==> config.mk <==
export PLATFORM = sky130hd
export DESIGN_NAME = pong_score_keeper
export DESIGN_NICKNAME = d
export VERILOG_FILES = /design/src/rtl/pong_pkg.sv /design/src/rtl/bcd_pair_counter.sv /design/src/rtl/pong_score_keeper.sv
export SDC_FILE = /design/constraint.sdc
export NUM_CORES = 1
export LEC_CHECK = 0
export CAP_MARGIN = 40
export CORE_MARGIN = 2
export CORE_UTILIZATION = 50
export CTS_CLUSTER_DIAMETER = 120
export CTS_CLUSTER_SIZE = 20
export DETAILED_ROUTE_END_ITERATION = 10
export HOLD_SLACK_MARGIN = 0.15
export PLACE_DENSITY_LB_ADDON = 0.3
export SLEW_MARGIN = 25
export SYNTH_ARGS = -nofsm -noshare
export SYNTH_HDL_FRONTEND = slang
export SYNTH_SLANG_ARGS = --single-unit
==> constraint.sdc <==
create_clock -name clk -period 2.5 [get_ports clk]
set_input_delay 0.75 -clock clk [delete_from_list [all_inputs] [get_ports clk]]
set_output_delay 0.75 -clock clk [all_outputs]
set_load 0.02 [all_outputs]
==> src/rtl/pong_pkg.sv <==
// Shared types and helpers for the pong score keeper.
// Holds the game states, the BCD digit type and the BCD increment helper.
package pong_pkg;

  typedef enum logic {
    PLAY = 1'b0,
    OVER = 1'b1
  } game_state_t;

  typedef logic [3:0] bcd_t;

  localparam bcd_t BCD_MAX = 4'd9;

  // Two-digit BCD increment; holds at 99.
  function automatic logic [7:0] bcd_inc(
    input bcd_t tens,
    input bcd_t ones
  );
    if (ones != BCD_MAX)
      return {tens, ones + 4'd1};
    else if (tens != BCD_MAX)
      return {tens + 4'd1, 4'd0};
    else
      return {tens, ones};
  endfunction

endpackage

==> src/rtl/bcd_pair_counter.sv <==
// Two-digit BCD up counter with synchronous clear.
// Clear has priority over increment; the pair holds at 99.
module bcd_pair_counter
  import pong_pkg::*;
(
  input  logic clk,
  input  logic rst_n,
  input  logic clr,
  input  logic inc,
  output bcd_t tens,
  output bcd_t ones
);

  // Digit pair register.
  always_ff @(posedge clk or negedge rst_n) begin
    if (!rst_n) begin
      tens <= '0;
      ones <= '0;
    end else if (clr) begin
      tens <= '0;
      ones <= '0;
    end else if (inc) begin
      {tens, ones} <= bcd_inc(tens, ones);
    end
  end

endmodule

==> src/rtl/pong_score_keeper.sv <==
// Pong score keeper: two BCD score pairs, win detect, game-over hold.
// Optional winner blink on digit_en when SCORE_BLINK_EN is defined.
module pong_score_keeper
  import pong_pkg::*;
#(
  parameter int WIN_SCORE = 11,
  parameter int BLINK_DIV = 25_000_000
) (
  input  logic       clk,
  input  logic       rst_n,
  input  logic       point_l,
  input  logic       point_r,
  input  logic       new_game,
  output logic [3:0] l_tens,
  output logic [3:0] l_ones,
  output logic [3:0] r_tens,
  output logic [3:0] r_ones,
  output logic       game_over,
  output logic       winner,
  output logic [3:0] digit_en
);

  localparam bcd_t WIN_TENS = bcd_t'(WIN_SCORE / 10);
  localparam bcd_t WIN_ONES = bcd_t'(WIN_SCORE % 10);

  if (WIN_SCORE < 1 || WIN_SCORE > 99 || BLINK_DIV < 1) begin : g_bad_cfg
    $error("pong_score_keeper: bad WIN_SCORE or BLINK_DIV");
  end

  game_state_t state;
  game_state_t state_nxt;

  logic       play;
  logic       inc_l;
  logic       inc_r;
  logic       win_l;
  logic       win_r;
  logic [7:0] nxt_l;
  logic [7:0] nxt_r;

  assign play = (state == PLAY);

  // Point arbitration: new_game, then left, then right.
  always_comb begin
    inc_l = 1'b0;
    inc_r = 1'b0;
    unique case (1'b1)
      new_game: ;
      (!new_game && play && point_l):
        inc_l = 1'b1;
      (!new_game && play && !point_l && point_r):
        inc_r = 1'b1;
      default: ;
    endcase
  end

  bcd_pair_counter u_left (
    .clk   (clk),
    .rst_n (rst_n),
    .clr   (new_game),
    .inc   (inc_l),
    .tens  (l_tens),
    .ones  (l_ones)
  );

  bcd_pair_counter u_right (
    .clk   (clk),
    .rst_n (rst_n),
    .clr   (new_game),
    .inc   (inc_r),
    .tens  (r_tens),
    .ones  (r_ones)
  );

  // Win compare on the post-increment score, digit by digit.
  always_comb begin
    nxt_l = bcd_inc(l_tens, l_ones);
    nxt_r = bcd_inc(r_tens, r_ones);
    win_l = inc_l && (nxt_l == {WIN_TENS, WIN_ONES});
    win_r = inc_r && (nxt_r == {WIN_TENS, WIN_ONES});
  end

  // State register.
  always_ff @(posedge clk or negedge rst_n) begin
    if (!rst_n)
      state <= PLAY;
    else
      state <= state_nxt;
  end

  // Next-state logic.
  always_comb begin
    state_nxt = state;
    unique case (state)
      PLAY: if (win_l || win_r) state_nxt = OVER;
      OVER: if (new_game) state_nxt = PLAY;
      default: state_nxt = PLAY;
    endcase
  end

  // Winner latches the scoring side on the winning edge.
  always_ff @(posedge clk or negedge rst_n) begin
    if (!rst_n)
      winner <= 1'b0;
    else if (win_l)
      winner <= 1'b0;
    else if (win_r)
      winner <= 1'b1;
  end

`ifdef SCORE_BLINK_EN
  localparam int CW = (BLINK_DIV > 1) ? $clog2(BLINK_DIV) : 1;
  localparam logic [CW-1:0] LAST = CW'(BLINK_DIV - 1);

  logic [CW-1:0] cnt;
  logic          phase;

  // Blink phase counter; parked lit while playing.
  always_ff @(posedge clk or negedge rst_n) begin
    if (!rst_n) begin
      cnt   <= '0;
      phase <= 1'b1;
    end else if (play) begin
      cnt   <= '0;
      phase <= 1'b1;
    end else if (cnt == LAST) begin
      cnt   <= '0;
      phase <= ~phase;
    end else begin
      cnt <= cnt + 1'b1;
    end
  end

  // Outputs: game_over from state, winner's digits follow phase.
  always_comb begin
    game_over = (state == OVER);
    digit_en  = 4'hF;
    if (state == OVER) begin
      if (winner)
        digit_en[1:0] = {2{phase}};
      else
        digit_en[3:2] = {2{phase}};
    end
  end
`else
  // Outputs: game_over from state, all digits always lit.
  always_comb begin
    game_over = (state == OVER);
    digit_en  = 4'hF;
  end
`endif

endmodule

# Word level (Yosys, flattened, before mapping)

Index checks and enable logic that the tools add are counted.

Bits in registers: 18
Output and inout bits: 22
Logic and storage cells: 48

$add $sub $neg: 4
Equal/unequal tests: 6
Muxes and demuxes: 19
Bitwise gates (word level): 1
Reductions and logical operators: 12

Operators by type and width:

| cell                                                | number |
|---|---|
| two-way mux 4 bit                                   | 8 |
| two-way mux 8 bit                                   | 4 |
| adder 4 x 1 -> 4 bit, second input constant         | 4 |
| equality test 8 x 5 -> 1 bit, second input constant | 2 |
| != test 4 bit, second input constant                | 4 |
| logical AND 1 bit                                   | 6 |
| two-way mux 1 bit                                   | 6 |
| nonzero test 2 bit                                  | 3 |
| zero test 1 bit                                     | 2 |
| case mux 1 bit (2 select lines)                     | 1 |
| logical OR 1 bit                                    | 1 |
| NOT 1 bit                                           | 1 |

# Depth between registers and ports, before layout

Word-level depth: 9
Depth in mapped cells: 7

# By module

Synthesis repeated with hierarchy kept, for this count alone.

Cells, all modules: 131
Area total of the unflattened synthesis: 1271.2 µm²

Modules (own cells, without submodules):

| module            | instances | cells each | area an instance (µm²) | seq. area each (µm²) |
|---|---|---|---|---|
| bcd_pair_counter  | 2         | 52         | 501.7                  | 200.2 |
| pong_score_keeper | 1         | 27         | 267.8                  | 50.0 |

# Worst setup path before layout

Ideal clock, no wire load.

Kind: register -> register
Start: reg u_right.tens[1]
End: reg winner
Library setup time: 0.092 ns
Arrival time: 1.776 ns
Slack: 0.633 ns
Cell stages (with the launch flop): 7
Path buffers: 0
Period minus slack after synthesis: 1.867 ns
Path through: dfrtp_1 -> inv_1 -> ha_1 -> a211o_2 -> a211o_1 -> a211o_1 -> o31ai_2

Word-level cells in the longest chain between the ends: 6
Elaborated cells between the ends (all ways): 7

Ends and longest elaborated chain:

| element                                               | RTL line                       | text |
|---|---|---|
| from (decl)                                           | bcd_pair_counter.sv:10         | `output bcd_t tens,` |
| from (signal assigned)                                | bcd_pair_counter.sv:23         | `{tens, ones} <= bcd_inc(tens, ones);` |
| adder 4 x 1 -> 4 bit or != test 4 bit (tied branches) | pong_pkg.sv:22, pong_pkg.sv:21 |  |
| two-way mux 8 bit                                     | pong_pkg.sv:21                 | `else if (tens != BCD_MAX)` |
| two-way mux 8 bit (*)                                 | --                             |  |
| equality test 8 x 5 -> 1 bit (*)                      | pong_score_keeper.sv:80        | `win_r = inc_r && (nxt_r == {WIN_TENS, WIN_ONES});` |
| logical AND 1 bit (*)                                 | pong_score_keeper.sv:80        |  |
| nonzero test 2 bit (no source line) (*)               | --                             |  |
| to (signal assigned)                                  | pong_score_keeper.sv:104       | `winner <= 1'b0;` |
| to (signal assigned)                                  | pong_score_keeper.sv:106       | `winner <= 1'b0;` |
| to (signal assigned)                                  | pong_score_keeper.sv:108       | `winner <= 1'b1;` |
| to (decl)                                             | pong_score_keeper.sv:19        | `output logic winner,` |

Mark *: on every way between the ends. The rest lies on a longest branch, timed or not.
A chain may end at the register's enable or synchronous reset.

# Worst setup path after layout

Start: reg u_left.ones[3]
End: out l_ones[3]

RTL lines:

| element                | RTL line                | text |
|---|---|---|
| from (decl)            | bcd_pair_counter.sv:11  | `output bcd_t ones` |
| from (signal assigned) | bcd_pair_counter.sv:23  |  |
| to (decl)              | pong_score_keeper.sv:15 | `output logic [3:0] l_ones,` |

No word-level cell between the ends.

==> flow_metrics.tcl <==
set metrics [dict create \
    r2r-end "winner$_DFFE_PN0P_" \
    switching_share_pct 27.1 \
    wirelength_mm 2.75 \
    yosysSeqAreaShare_pct 36.5 \
    crit_type "register to output pin" \
    synth-adder-area-share_pct 8.12 \
    sequentialPowerShare_pct 52.3 \
    antennaDiodeCount 0 \
    cts_resized 0 \
    fin_crit_sh_pct 88.2 \
    area_growth_pct 22.1 \
    synth-xor-area-share_pct 3.55 \
    ys.flop_type "dfrtp_1" \
    worstHoldStart "winner$_DFFE_PN0P_" \
    worstPathCellList "clkdlybuf4s50_1" \
    track_usage_pct 22.1 \
    async_flop_share_pct 100 \
    cts.hold.buffers_added 0 \
    status "finished, final reports clean" \
    setup_violations 0 \
    cts_made_buffers 3 \
    drtIter0Drc 39 \
    fin_nets 174 \
    synth_compound_area_share_pct 13.3 \
    grt_pass1_vias 1029 \
    powerDensity_nw_per_um2 394 \
    drv_cap 0 \
    start_util_pct 54.2 \
    hp-class "register to register" \
    slew_viol_final 0 \
    rows 17 \
    worstSetupEndpointType "output pin" \
    min_to "winner$_DFFE_PN0P_" \
    cp_top_family "buffers and inverters" \
    worstSkewPairLatency_ns 0.29 \
    fin_area_sq_um 1510 \
    dieArea_sq_um 2880 \
    die_h_um 53.6 \
    p_int_mw 0.433 \
    setup_tns_ns 0 \
    synth_cell_types 40 \
    rsz0062_at_grt "false" \
    clk_path_buf_depth 2 \
    worst-path-max-fanout 7 \
    ff_latch_area_sq_um 450 \
    reg2reg_slack_ns 0.56 \
    htreeDepth 1 \
    worstPathRequired_ns 1.75 \
    yosys.area_share.simple_pct 27.0 \
    worst-path-stages 1 \
    io_buffers 22 \
    dp_hpwl_mm 2.02 \
    syn_avg_cell_area_sq_um 9.13 \
    place_area_sq_um 1470 \
    clock-sinks 18 \
    cp_num_buf_inv 1 \
    yosysWarnings 0 \
    synthesis.area_sq_um 1230 \
    first_pass_iters 5 \
    fp.dieW_um 53.6 \
    p_clk_share_pct 31.0 \
    worstReg2RegStart "u_right.ones[1]$_DFFE_PN0P_" \
    drive_gt1_share_pct 11.9 \
    arrival_ns 1.46 \
    routed_via_density 5.87 \
    reg2regPathDepth 6 \
    ant_nets 0 \
    io_pins 27 \
    antenna_found_initial 0 \
    fmax_mhz 453 \
    place.gp.congestion 0.847 \
    syn_inst 135 \
    cp_slowest_cell "clkdlybuf4s50_1" \
    critPathLaunchType "register" \
    p_leak_nw 0.644 \
    grt_max_degree 19 \
    synth-edff-count 0 \
    wire_per_inst_um 14.6 \
    cts_setup_buffers 0 \
    root_buffer "clkbuf_4" \
    grt_pass1_wl_mm 4.61 \
    multi_input_area_sq_um 707 \
    fin_cells 188 \
    holdPathStages 2 \
    core_sq_um 2280 \
    clk_pin_slew_worst_paths_ns 0.11 \
    dp.cells 184 \
    synth_mux_area_share_pct 4.16 \
    skew_ns 0.00369 \
    fillers 189 \
    comb_power_share_pct 16.7 \
    synth_top_family_by_area "simple AND/OR/NAND/NOR gates" \
    period_minus_slack_ns 2.21 \
    grt-ovfl-total 0 \
    finalHoldViolations 0 \
    drc 0 \
    irDropWorstVdd_v 0.000331 \
    power.switching_mw 0.161 \
    critPathMaxStageDelay_ns 0.66 \
    vias 1104 \
    cts_tree "built" \
    synth-seq-cells 18 \
]
[cells in the final DEF (no fill, tap or decap), drive strengths merged, types with 2 or more instances in the layout]
cell type,count
nor4b,2
xnor2,4
buf,4
nor3,5
o21ai,5
nand3,6
ha,8
a21oi,6
mux2i,4
clkdlybuf4s50,22
nor3b,3
clkbuf,4
or2,2
dfrtp,18
nor2,17
and3,3
nand3b,5
a2bb2oi,2
and3b,2
nand2,8
a211o,5
inv,7
conb,4
[worst max-delay path by stage]
stage,start,to
finish,u_left.ones[3]$_DFFE_PN0P_,l_ones[3]
global route,u_right.ones[2]$_DFFE_PN0P_,r_ones[2]
CTS,u_right.ones[0]$_DFFE_PN0P_,r_ones[0]
detailed placement,point_l,u_left.tens[1]$_DFFE_PN0P_
global placement,point_l,winner$_DFFE_PN0P_
floorplan,u_right.tens[1]$_DFFE_PN0P_,winner$_DFFE_PN0P_
[through the flow]
step	util [%]	hold WS [ns]	setup slack, ns	total power, mW
after floorplan	-	0.454	0.633	0.376
after detailed placement	64.5	0.567	0.157	0.415
after CTS	66.1	0.593	0.299	0.597
after global routing	66.1	0.638	0.228	0.623
final	66.1	0.590	0.295	0.594
after global placement	64.5	0.533	0.264	0.412
[cells by family after synthesis]
logic type,Yosys count
xor+xnor,5
simple gates,60
other cells,1
fa+ha+maj,8
buf+inv,15
mux,5
flops,18
compound gates,23
[cell type report]
| cell class | count | share of cell area [%] |
|---|---|---|
| timing repair buffer | 26 | 16.6 |
| clock buffer | 4 | 2.41 |
| sequential | 18 | 29.9 |
| multi-input combinational | 105 | 47.0 |
| tap | 28 | 2.33 |
| inverter | 7 | 1.75 |
[tightest hold or removal path, delay by kind of cell (launching register included)]
family	cells	cell delay [ns]
flip-flops	1	0.38
AO/OA/AOI/OAI	2	0.18
[routing by layer]
layer,vias to the layer above,GRT usage (%),wire length (um)
met4,0,8.55,22
met1,548,28.0,1240
met2,35,37.4,1340
met5,-,0,0
li1,519,-,-
met3,2,3.89,144
[flip-flops by register name, summed over array words and instances (netlist names)]
register and flops:
u_left.ones 4, u_left.tens 4, u_right.ones 4, u_right.tens 4, game_over 1, winner 1
[power groups by stage]
stage          registers, mW  clock network, mW  logic, mW
2_1_floorplan          0.324                  0     0.0519
3_3_place_gp           0.315                  0     0.0965
3_5_place_dp           0.316                  0     0.0988
4_1_cts                0.310              0.187     0.0992
5_1_grt                0.312              0.201      0.110
6_report               0.311              0.184     0.0989
[cells in the mapped netlist (2+ instances only)]
library cell	n	share of area, %
nor2_1	17	5.2
mux2i_1	4	3.2
xnor2_1	4	2.8
a2bb2oi_1	2	1.4
a211o_1	4	2.8
or2_2	2	1.0
and3b_1	2	1.4
and3_2	2	1.2
inv_1	7	2.1
nand3_1	6	2.4
o21ai_0	5	2.0
clkbuf_1	2	0.61
buf_6	2	1.8
nand2_1	8	2.4
nor3b_1	2	1.2
a21oi_1	6	2.4
nor4b_1	2	1.4
nor3_1	5	2.0
buf_4	4	2.4
ha_1	8	8.1
dfrtp_1	18	37
nand3b_1	5	3.0
Note: power is estimated with default switching activity, not from simulation.
